File: config.mk
export PLATFORM = sky130hd
export DESIGN_NAME = calc_ctrl_fsm
export DESIGN_NICKNAME = d
export VERILOG_FILES = /design/src/rtl/calc_ctrl_fsm.sv
export SDC_FILE = /design/constraint.sdc
export NUM_CORES = 1
export LEC_CHECK = 0
export ABC_AREA = 1
export BUFFER_PORTS_ARGS = -buffer_cell sky130_fd_sc_hd__buf_2
export CELL_PAD_IN_SITES_DETAIL_PLACEMENT = 0
export CELL_PAD_IN_SITES_GLOBAL_PLACEMENT = 1
export CORE_MARGIN = 1
export CORE_UTILIZATION = 40
export CTS_CLUSTER_DIAMETER = 40
export DETAILED_ROUTE_END_ITERATION = 16
export PLACE_DENSITY = 0.85
export SYNTH_ARGS = -nofsm -noshare
export SYNTH_HDL_FRONTEND = slang
export SYNTH_SLANG_ARGS = --single-unit
File: constraint.sdc
create_clock -name clk -period 2.5 [get_ports clk]
set_clock_uncertainty 0.05 [all_clocks]
set_input_delay 0.125 -clock clk [delete_from_list [all_inputs] [get_ports clk]]
set_output_delay 0.125 -clock clk [all_outputs]
set_load 0.01 [all_outputs]
File: src/rtl/calc_ctrl_fsm.sv
// Control sequencer for the small-calculator datapath: load, settle, execute, present one result.
module calc_ctrl_fsm #(
  parameter int unsigned SETTLE_CYCLES = 1
) (
  input  logic       clk,
  input  logic       rst_n,
  input  logic       go,
  input  logic       reuse,
  input  logic [1:0] op_sel,
  input  logic       abort,
  output logic [1:0] s1,
  output logic [1:0] wa,
  output logic       we,
  output logic [1:0] raa,
  output logic       rea,
  output logic [1:0] rab,
  output logic       reb,
  output logic [1:0] c,
  output logic       s2,
  output logic       busy,
  output logic       done
);

  localparam int unsigned CNT_W = 4;
  localparam int unsigned OP_W  = 2;

  typedef enum logic [2:0] {
    ST_IDLE   = 3'd0,
    ST_LD1    = 3'd1,
    ST_LD2    = 3'd2,
    ST_SETTLE = 3'd3,
    ST_EXEC   = 3'd4,
    ST_OUT    = 3'd5,
    ST_DONE   = 3'd6
  } state_t;

  // Datapath control word, MSB first in the order the datapath documents it.
  typedef struct packed {
    logic [1:0] s1;
    logic [1:0] wa;
    logic       we;
    logic [1:0] raa;
    logic       rea;
    logic [1:0] rab;
    logic       reb;
    logic [1:0] c;
    logic       s2;
  } ctrl_t;

  localparam ctrl_t IDLE_WORD = ctrl_t'(14'b01_00_0_00_0_00_0_00_0);
  localparam ctrl_t LD1_WORD  = ctrl_t'(14'b11_01_1_00_0_00_0_00_0);
  localparam ctrl_t LD2_WORD  = ctrl_t'(14'b10_10_1_00_0_00_0_00_0);
  localparam ctrl_t OUT_WORD  = ctrl_t'(14'b01_00_0_11_1_11_1_01_1);

  state_t            state_q, state_d;
  logic [CNT_W-1:0]  cnt_q, cnt_d;
  logic [OP_W-1:0]   op_r, op_d;
  ctrl_t             word_q, word_d;
  logic              busy_d, done_d;

  // Moore decode of a state into its control word; EXEC carries the latched op.
  function automatic ctrl_t decode(input state_t st, input logic [OP_W-1:0] op);
    ctrl_t w;
    w = IDLE_WORD;
    case (st)
      ST_LD1:          w = LD1_WORD;
      ST_LD2:          w = LD2_WORD;
      ST_EXEC:         w = ctrl_t'({2'b00, 2'b11, 1'b1, 2'b01, 1'b1, 2'b10, 1'b1, op, 1'b0});
      ST_OUT, ST_DONE: w = OUT_WORD;
      default:         w = IDLE_WORD;
    endcase
    return w;
  endfunction

  // Next-state, settle counter, op latch, and next output word (outputs are registered).
  always_comb begin
    state_d = state_q;
    cnt_d   = cnt_q;
    op_d    = op_r;
    if (abort) begin
      state_d = ST_IDLE;
    end else begin
      case (state_q)
        ST_IDLE: begin
          if (go) begin
            op_d    = op_sel;
            state_d = reuse ? ST_EXEC : ST_LD1;
          end
        end
        ST_LD1: state_d = ST_LD2;
        ST_LD2: begin
          state_d = ST_SETTLE;
          cnt_d   = CNT_W'(SETTLE_CYCLES - 1);
        end
        ST_SETTLE: begin
          if (cnt_q == '0) state_d = ST_EXEC;
          else             cnt_d   = cnt_q - CNT_W'(1);
        end
        ST_EXEC: state_d = ST_OUT;
        ST_OUT:  state_d = ST_DONE;
        ST_DONE: state_d = ST_IDLE;
        default: state_d = ST_IDLE;
      endcase
    end
    word_d = decode(state_d, op_d);
    busy_d = (state_d != ST_IDLE);
    done_d = (state_d == ST_DONE);
  end

  // State and output registers; reset parks everything on the Idle word.
  always_ff @(posedge clk or negedge rst_n) begin
    if (!rst_n) begin
      state_q <= ST_IDLE;
      cnt_q   <= '0;
      op_r    <= '0;
      word_q  <= IDLE_WORD;
      busy    <= 1'b0;
      done    <= 1'b0;
    end else begin
      state_q <= state_d;
      cnt_q   <= cnt_d;
      op_r    <= op_d;
      word_q  <= word_d;
      busy    <= busy_d;
      done    <= done_d;
    end
  end

  assign s1  = word_q.s1;
  assign wa  = word_q.wa;
  assign we  = word_q.we;
  assign raa = word_q.raa;
  assign rea = word_q.rea;
  assign rab = word_q.rab;
  assign reb = word_q.reb;
  assign c   = word_q.c;
  assign s2  = word_q.s2;

endmodule

==> impl_metrics.csv, run 1 <==
group,metric,value,unit
place,numPortBuffers,22,
clock_tree,clockRootBuffer,"clkbuf_4",
clock_tree,htreeDepth,1,
finish,nets,136,
floorplanning,die_h,50.15,µm
setup_path,crit_fanout,4,
synthesis,synth_area,927.1,µm²
routing,drt-initial-drc-count,7,
synthesis,yosys.area.top_type,"dfrtp_1",
routing,wl_per_cell,9.870,µm
setup_path,endpoint_kind,"register",
synthesis,yosysWarningCount,0,
timing,relSlewSlack,70.79,%
grt,antenna_found_initial,0,
clock_tree,clk_latency,0.29,ns
place,dp.cells,149,
clock_tree,cts_tree,"done",
routing,drtPass1Iterations,10,
timing,finalMaxSlewViolations,0,
finish,layout-drive-gt1-share,30.95,%
clock_tree,cts_buffers,3,
grt,grt_max_degree,21,
floorplanning,ios,23,
timing,hold_violations,0,
synthesis,syn_nets,113,
grt,gr-usage-met1,17.09,%
grt,grt-ovfl-total,0,
routing,drc,2,
finish,multi_input_area,309.0,µm²
setup_path,path_cells,"inv_1, ha_1, inv_1, nor2_1, nand2_1, nand2_2, nand2_1, nand2_2, inv_1, nand3_1, nand3_1",
grt,grt_pass1_vias,656,
power_and_ir_drop,power,0.9429,mW
finish,diodes,0,
synthesis,ys_seq_elements,20,
synthesis,ys_types,20,
routing,ant_nets,0,
finish,area_delta_synth_final,18.35,%
timing,fmax,638.2,MHz
setup_path,path_delay_family,"simple AND/OR/NAND/NOR gates",
timing,finalCriticalPeriod,1.567,ns
synthesis,seq_area_frac_synth,54.12,%
setup_path,cp_slowest_cell,"dfrtp_1",
power_and_ir_drop,power.density,859.3,nW/µm²
clock_tree,cts_sinks,20,
setup_path,max_stage_delay,0.41,ns
setup_path,cp_common_cell,"inv_1",
synthesis,synth_area_leaders,"dfrtp_1, inv_1, nand2_1",
hold_path,hp-class,"primary input to register",
grt,grt_util_met3,2.121,%
finish,n_fill_cell,228,
finish,final_area,1097,µm²
clock_tree,path_clk_slew,0.11,ns
power_and_ir_drop,p_leak,0.6689,nW
floorplanning,start_util,42.32,%
clock_tree,clk_path_buf_depth,2,
timing,worstMarginPinSlew,0.4381,ns
finish,final_cells,154,
setup_path,critPathKind,"register to register",
grt,grt_use_total,14.15,%
place,gp_congestion,0.7533,
grt,grt_pass1_wl,2.642,mm
floorplanning,die_area,2515,µm²
routing,wl,1.520,mm
grt,grt-busiest-layer,"met2",
floorplanning,rows,17,
floorplanning,die_x,50.15,µm
power_and_ir_drop,ir_drop,418.9,µV
routing,vias_per_cell,4.506,
synthesis,synth.avg_cell_area,8.915,µm²
synthesis,syn_inst,104,
setup_path,critPathBufInv,3,
place,dp_hpwl,1.174,mm
setup_path,crit_arrival,1.71,ns
timing,hold_ws,0.05642,ns
finish,seq_area,501.7,µm²
run_status,violations,"DRC",
timing,fin_tns_setup,0,ns
timing,finalSetupViolations,0,
run_status,status,"complete, but fails checks",
grt,use_met2,23.56,%
setup_path,crit_path_start_kind,"register",
synthesis,synth_top_area_share,51.28,%
floorplanning,core_area,2191,µm²
timing,fin_crit_sh,62.68,%
routing,num_vias,694,
setup_path,required,2.64,ns
run,cap_violations,0,
timing,rsz0062_at_grt,"no",
place,place_area,1035,µm²
clock_tree,cts-resized-gates,0,
## metal layers
| metal | part of all wire (%) | routed length [µm] |
|---|---|---|
| met1 | 45 | 687 |
| met2 | 49 | 750 |
| met3 | 4.4 | 67 |
| met4 | 0.92 | 14 |
| met5 | 0 | 0 |
## path summary, 6_finish.rpt
path | from | to | slack [ns] | cells after the start
worst min-delay path | op_sel[1] | op_r[1]$_DFF_PN0_ | 0.06 | 3
min in group asynchronous | rst_n | c[0]$_DFF_PN0_ | 0.24 | 2
worst max-delay path | cnt_q[0]$_DFFE_PN0P_ | we$_DFF_PN0_ | 0.93 | 11
worst max register to register | cnt_q[0]$_DFFE_PN0P_ | we$_DFF_PN0_ | 0.93 | 11
max in group asynchronous | rst_n | s1[0]$_DFF_PN1_ | 1.82 | 2
worst min register to register | cnt_q[0]$_DFFE_PN0P_ | cnt_q[0]$_DFFE_PN0P_ | 0.44 | 1
## registers in the layout, indices dropped and copies added, names as in the netlist, 2 cells and up
| register | flops |
|---|---|
| cnt_q | 4 |
| state_q | 3 |
| c | 2 |
| op_r | 2 |
| s1 | 2 |
| wa | 2 |
## worst reg2reg max path, delay by kind of cell (launching register included)
kind,cells,cell delay [ns]
DFF,1,0.41
buffers and inverters,3,0.21
adders and majority gates,1,0.15
and+or+nand+nor,7,0.66
## cells in the mapped netlist, drive strengths merged
library cell  instances
nand4                 3
o21ai                 3
xor2                  1
o31ai                 2
a21oi                 1
nor2                 11
inv                  21
dfrtp                19
dfstp                 1
buf                   5
nand2                24
nand3                 9
o22ai                 1
ha                    2
xnor2                 1
## through the flow
step	setup slack [ns]	util [%]
after floorplan	1.076	-
final	0.9330	50.09
after global placement	1.005	47.23
after global routing	0.7351	50.09
after detailed placement	0.9393	47.23
after CTS	0.9208	50.09
## where the power goes
group	switching [mW]	internal (mW)
logic	0.164	0.106
clock network	0.0948	0.162
registers	0.0301	0.386
## kinds of logic (layout without fill, tap and decap cells)
family / after synthesis / count (layout) / share of synthesized area (%)
AND/OR/NAND/NOR: 47 / 47 / 24.29
buffers and inverters: 26 / 48 / 12.55
flip-flops: 20 / 20 / 54.12
AO/OA/AOI/OAI: 7 / 7 / 4.452
adder cells (fa/ha/maj): 2 / 2 / 2.699
XOR/XNOR: 2 / 2 / 1.890
## final cells by class
cell class | count | area share (%)
Tap cell | 28 | 3.193
Sequential cell | 20 | 45.72
Clock inverter | 1 | 2.737
Multi-Input combinational cell | 58 | 28.16
Timing Repair Buffer | 23 | 10.95
Inverter | 21 | 7.184
Clock buffer | 3 | 2.052
## cell usage in the layout (no fill, tap or decap), types with 2 or more instances in the layout
cell / count
nand2_2: 6
nand4_1: 3
dfrtp_1: 19
nand3_2: 2
inv_1: 19
buf_2: 22
nand3_1: 7
o31ai_1: 2
nor2_1: 9
nand2_1: 18
clkbuf_4: 3
o21ai_0: 2
nor2_2: 2
inv_2: 2
ha_1: 2
## repair_timing
action	4_1_cts	5_1_grt
hold endpoints to repair	19	0
hold buffers	1	0
setup buffers	0	0
Power figures use the tool's default switching activity.
==> run 2: changes to the inputs <==
CORE_UTILIZATION = 34   (was 40)
PLACE_DENSITY = 0.78   (was 0.85)
clock period = 1.3 ns   (was 2.5 ns; I/O delays follow)
==> run 2 against run 1 <==
Effect of this change:
- the flow finishes with violations (setup timing)
- core utilization rose by 2.7 points
- worst setup slack got worse by 1.1 ns
- count of clock-buffer cells in the layout unchanged
- maximum frequency increased by 8.9%
- global-route usage decreased by 0.56 points
- combinational power increased to 3.0 times the previous value
- non-clock buffer count is 18 higher
- sequential power is 92% higher
- total power up 120%
- critical path type unchanged
- critical endpoint is now s1[0]$_DFF_PN1_
- largest cell class unchanged
- highest routed layer unchanged
==> impl_metrics.csv, run 2 (same netlist as run 1, synthesis figures left out) <==
group,metric,value,unit
run_status,status,"complete, but fails checks",
run_status,violations,"setup timing",
finish,mostFrequentLayoutCells,"buf_2, dfrtp_1, nand2_1, inv_1, buf_4",
finish,layout_commonest_cell,"buf_2",
routing,num_vias,775,
setup_path,critPathKind,"register to register",
timing,relSlewSlack,69.67,%
setup_path,cp_slowest_cell,"dfrtp_1",
routing,drt-initial-drc-count,6,
finish,diodes,0,
timing,fin_crit_sh,110.7,%
place,numPortBuffers,22,
floorplanning,die_area,2940,µm²
timing,hold_violations,0,
finish,largest-register,"cnt_q",
setup_path,reg2reg_from,"cnt_q[1]$_DFFE_PN0P_",
timing,finalSetupViolations,16,
clock_tree,clockRootBuffer,"clkbuf_4",
clock_tree,cts_buffers,3,
finish,nets,154,
floorplanning,die_x,54.22,µm
place,gp_congestion,0.8024,
routing,vias_per_cell,4.454,
grt,grt_pass1_wl,2.780,mm
clock_tree,path_clk_slew,0.11,ns
grt,grt-busiest-layer,"met2",
timing,finalCriticalPeriod,1.439,ns
setup_path,crit_path_start,"cnt_q[1]$_DFFE_PN0P_",
power_and_ir_drop,ir_drop,1046,µV
finish,largest_register_ff_count,4,
timing,finalMaxSlewViolations,0,
timing,layout_setup_ws,-0.1391,ns
floorplanning,rows,18,
clock_tree,htreeDepth,1,
routing,ant_nets,0,
setup_path,endpoint_kind,"register",
grt,grt_use_total,13.59,%
finish,top_regs,"cnt_q: 4 flops, state_q: 3 flops",
floorplanning,ios,23,
power_and_ir_drop,power.density,1576,nW/µm²
setup_path,reg2reg_to,"s1[0]$_DFF_PN1_",
grt,grt_max_degree,21,
floorplanning,start_util,36.76,%
setup_path,reg2reg_depth,11,
grt,grt_pass1_vias,694,
hold_path,hp-class,"primary input to register",
run,cap_violations,0,
clock_tree,clk_latency,0.29,ns
clock_tree,cts_tree,"done",
setup_path,required,1.50,ns
timing,worstMarginPinSlew,0.4549,ns
grt,gr-usage-met1,16.06,%
setup_path,path_cells,"inv_2, ha_4, inv_2, nor2_4, nand2_2, nand2_4, nand4_1, nor2_2, inv_2, nand2_2, inv_1",
routing,wl_per_cell,10.34,µm
routing,drtPass1Iterations,4,
grt,grt_util_met3,2.500,%
setup_path,crit_path_start_kind,"register",
grt,grt-ovfl-total,0,
setup_path,crit_arrival,1.64,ns
clock_tree,clk_path_buf_depth,2,
grt,antenna_found_initial,0,
grt,use_met2,21.95,%
setup_path,endpoint,"s1[0]$_DFF_PN1_",
timing,fin_tns_setup,-1.517,ns
timing,rsz0062_at_grt,"yes",
setup_path,cp_common_cell,"inv_2",
timing,hold_ws,0.04592,ns
place,dpl_worst_slack,-0.1707,ns
finish,n_fill_cell,251,
place,dp_hpwl,1.324,mm
routing,wl,1.800,mm
power_and_ir_drop,power,2.098,mW
setup_path,max_stage_delay,0.40,ns
routing,drc,0,
timing,fmax,694.9,MHz
finish,area_delta_synth_final,43.59,%
floorplanning,core_area,2522,µm²
power_and_ir_drop,p_leak,0.7814,nW
finish,layout-drive-gt1-share,48.61,%
clock_tree,cts_sinks,20,
setup_path,crit_fanout,4,
floorplanning,die_h,54.22,µm
setup_path,r2r_slack,-0.14,ns
## run 2: changes by cell type in the layout (fill, tap and decap cells not counted), moves of 4 or more
cell     delta
buf_4      +13
inv_1       -6
inv_2       +6
nand2_4     +4
nor2_1      -4
## run 2: worst max-delay path, delay by kind of cell (launching register included)
kind / cells / cell delay (ns)
flip-flops: 1 / 0.40
AND/OR/NAND/NOR: 6 / 0.61
buffers and inverters: 4 / 0.21
adder cells (fa/ha/maj): 1 / 0.13
## run 2: power breakdown
| part | leakage [nW] | total (mW) | internal [mW] | switching, mW |
|---|---|---|---|---|
| Combinational | 0.492 | 0.800 | 0.375 | 0.426 |
| Sequential | 0.262 | 0.797 | 0.742 | 0.0549 |
| Clock | 0.0279 | 0.500 | 0.311 | 0.189 |
## run 2: cell type report
class                   count  area, µm²  area share, %
inverters                  21      78.83          5.921
clock buffers               3      22.52          1.692
multi-input cells          58      389.1          29.23
flip-flops and latches     20      501.7          37.69
well taps                  30      37.54          2.820
clock inverters             1      30.03          2.256
repair buffers             41      271.5          20.39
## run 2: per-layer routing
metal  vias up  routed length (µm)
met3         4                  92
met4         0                  27
met1       357                 789
met5         -                   0
met2        19                 890
li1        395                   -
## run 2: how the worst min path moves through the flow
stage / start / end / slack, ns / depth (start not counted)
floorplan: rst_n / busy$_DFF_PN0_ / -0.28 / 0
global placement: rst_n / rab[0]$_DFF_PN0_ / -0.02 / 1
detailed placement: rst_n / c[0]$_DFF_PN0_ / -0.01 / 1
CTS: abort / state_q[2]$_DFF_PN0_ / 0.04 / 4
global route: abort / state_q[2]$_DFF_PN0_ / 0.03 / 4
finish: abort / state_q[2]$_DFF_PN0_ / 0.05 / 4
## run 2: timing repair
item,4_1_cts,5_1_grt
buffers inserted,3,1
resized for setup,5,14
pin swaps,10,10
endpoints found under the setup margin,18,19
hold endpoints to repair,22,0
hold buffers,3,0
## run 2: through the flow
stage	util, %	instance area [µm²]	cells
final	52.78	1331	174
after global routing	52.78	1331	174
after CTS	50.64	1277	174
after detailed placement	45.98	1160	164
after global placement	45.98	1160	164
after floorplan	-	952.2	104
==> run 3: changes to the inputs <==
RECOVER_POWER = 100   (was not set)
==> run 3 against run 2 <==
Effect of this change:
- the run still ends with setup timing left
- clock power rose by 1%
- register-to-register slack is essentially flat
- global-route usage stayed put
- critical path type unchanged
- largest power group is now registers
==> impl_metrics.csv, run 3 (same netlist as run 1, synthesis figures left out) <==
group,metric,value,unit
finish,seq_area,501.7,µm²
finish,nets,154,
power_and_ir_drop,p_sw_share,32.46,%
setup_path,endpoint_kind,"register",
floorplanning,ios,23,
power_and_ir_drop,pwr-share-comb,37.4,%
floorplanning,die_h,54.22,µm
setup_path,critPathBufInv,4,
place,dp_hpwl,1.324,mm
grt,antenna_found_initial,0,
grt,grt_max_degree,21,
finish,mostFrequentLayoutCells,"dfrtp_1, nand2_1, clkbuf_1, inv_1, buf_4",
routing,drt-initial-drc-count,6,
power_and_ir_drop,clkPwrFrac,24.2,%
clock_tree,cts_tree,"done",
timing,hold_violations,0,
floorplanning,rows,18,
setup_path,path_delay_family,"simple AND/OR/NAND/NOR gates",
clock_tree,clk_path_buf_depth,2,
floorplanning,start_util,36.76,%
setup_path,path_cells,"inv_2, ha_4, inv_2, nor2_4, nand2_2, nand2_4, nand4_1, nor2_2, inv_2, nand2_2, inv_1",
setup_path,required,1.50,ns
power_and_ir_drop,p_seq_share,38.3,%
timing,relSlewSlack,66.49,%
place,numPortBuffers,22,
routing,vias_per_cell,4.483,
timing,finalSetupViolations,16,
place,dpl_worst_slack,-0.1707,ns
timing,fin_crit_sh,110.5,%
routing,num_vias,780,
grt,grt-ovfl-total,0,
power_and_ir_drop,p_leak,0.7205,nW
clock_tree,path_clk_slew,0.11,ns
power_and_ir_drop,power.density,1591,nW/µm²
run_status,violations,"setup timing",
routing,ant_nets,0,
power_and_ir_drop,ir_drop,1033,µV
timing,rsz0062_at_grt,"yes",
clock_tree,cts_sinks,20,
setup_path,crit_fanout,4,
clock_tree,cts_buffers,3,
power_and_ir_drop,internal_power,1.409,mW
setup_path,max_stage_delay,0.40,ns
grt,grt_use_total,13.59,%
routing,wl_per_cell,10.39,µm
floorplanning,die_area,2940,µm²
routing,drc,0,
routing,wl,1.807,mm
hold_path,hp-class,"primary input to register",
power_and_ir_drop,switching_power,0.6770,mW
finish,n_fill_cell,259,
setup_path,critPathKind,"register to register",
grt,grt_pass1_wl,2.780,mm
setup_path,cp_common_cell,"inv_2",
timing,fmax,696.1,MHz
floorplanning,die_x,54.22,µm
timing,worstMarginPinSlew,0.5027,ns
setup_path,cp_slowest_cell,"dfrtp_1",
place,gp_congestion,0.8024,
clock_tree,clk_latency,0.30,ns
finish,layout_commonest_cell,"dfrtp_1",
finish,top_regs,"cnt_q: 4 flops, state_q: 3 flops",
finish,multi_input_area,389.1,µm²
clock_tree,clockRootBuffer,"clkbuf_4",
finish,largest-register,"cnt_q",
timing,layout_setup_ws,-0.1366,ns
setup_path,crit_path_start_kind,"register",
finish,post-route-util,51.98,%
run_status,status,"complete, but fails checks",
finish,largest_register_ff_count,4,
setup_path,crit_arrival,1.64,ns
floorplanning,core_area,2522,µm²
grt,grt_pass1_vias,694,
finish,layout-drive-gt1-share,37.50,%
run,cap_violations,0,
routing,drtPass1Iterations,4,
timing,finalMaxSlewViolations,0,
finish,diodes,0,
clock_tree,htreeDepth,1,
timing,finalCriticalPeriod,1.437,ns
finish,area_delta_synth_final,41.43,%
run 3: layout make-up:
type / count / area share [%]
timing repair buffer: 41 / 19.18
tap: 30 / 2.863
inverter: 21 / 6.011
clock buffer: 3 / 1.718
clock inverter: 1 / 2.290
multi-input combinational: 58 / 29.68
sequential: 20 / 38.26
run 3: what timing repair did:
action / 4_1_cts / 5_1_grt
gates resized for setup: 5 / 14
gates cloned: 0 / 0
endpoints found under the setup margin: 18 / 19
setup buffers: 3 / 1
pin swaps: 10 / 10
hold endpoints to repair: 22 / 0
hold buffers: 3 / 0
run 3: layer usage:
metal / vias to the layer above / share of wire (%) / global-route usage, %
li1: 393 / - / -
met1: 360 / 43 / 16.06
met2: 20 / 48 / 21.95
met3: 7 / 5.5 / 2.500
met4: 0 / 3.0 / 9.829
met5: - / 0 / 0
run 3: worst min-delay path, cell delays in order:
cell     delay [ns]
buf_2          0.09
a21oi_1        0.06
nand2_4        0.09
inv_2          0.05
run 3: power groups by stage:
stage	Sequential, mW	Clock [mW]	Combinational, mW
global placement	0.805	0	0.667
CTS	0.796	0.519	0.731
detailed placement	0.809	0	0.685
global route	0.811	0.551	0.877
floorplan	0.843	0	0.407
finish	0.800	0.505	0.781
run 3: worst paths after layout:
path                                 startpoint  slack (ns)                    to  cells after the start
max                        cnt_q[1]$_DFFE_PN0P_       -0.14       s1[0]$_DFF_PN1_                     11
min reg2reg                   op_r[0]$_DFF_PN0_        0.50     op_r[0]$_DFF_PN0_                      2
min                                       abort        0.04  state_q[2]$_DFF_PN0_                      4
min in group asynchronous                 rst_n        0.20        c[0]$_DFF_PN0_                      2
max in group asynchronous                 rst_n        0.64       s1[0]$_DFF_PN1_                      2
max reg2reg                cnt_q[1]$_DFFE_PN0P_       -0.14       s1[0]$_DFF_PN1_                     11
run 3: metrics by stage:
| step | setup TNS [ns] | cells | power, mW | hold slack [ns] | instance area (µm²) |
|---|---|---|---|---|---|
| floorplan | -0.2970 | 104 | 1.250 | -0.2806 | 952.2 |
| global placement | -1.286 | 164 | 1.473 | -0.02241 | 1160 |
| detailed placement | -1.657 | 164 | 1.493 | -0.01114 | 1160 |
| CTS | -1.721 | 174 | 2.046 | 0.03712 | 1277 |
| global route | -3.685 | 174 | 2.240 | 0.03074 | 1311 |
| finish | -1.505 | 174 | 2.086 | 0.04070 | 1311 |
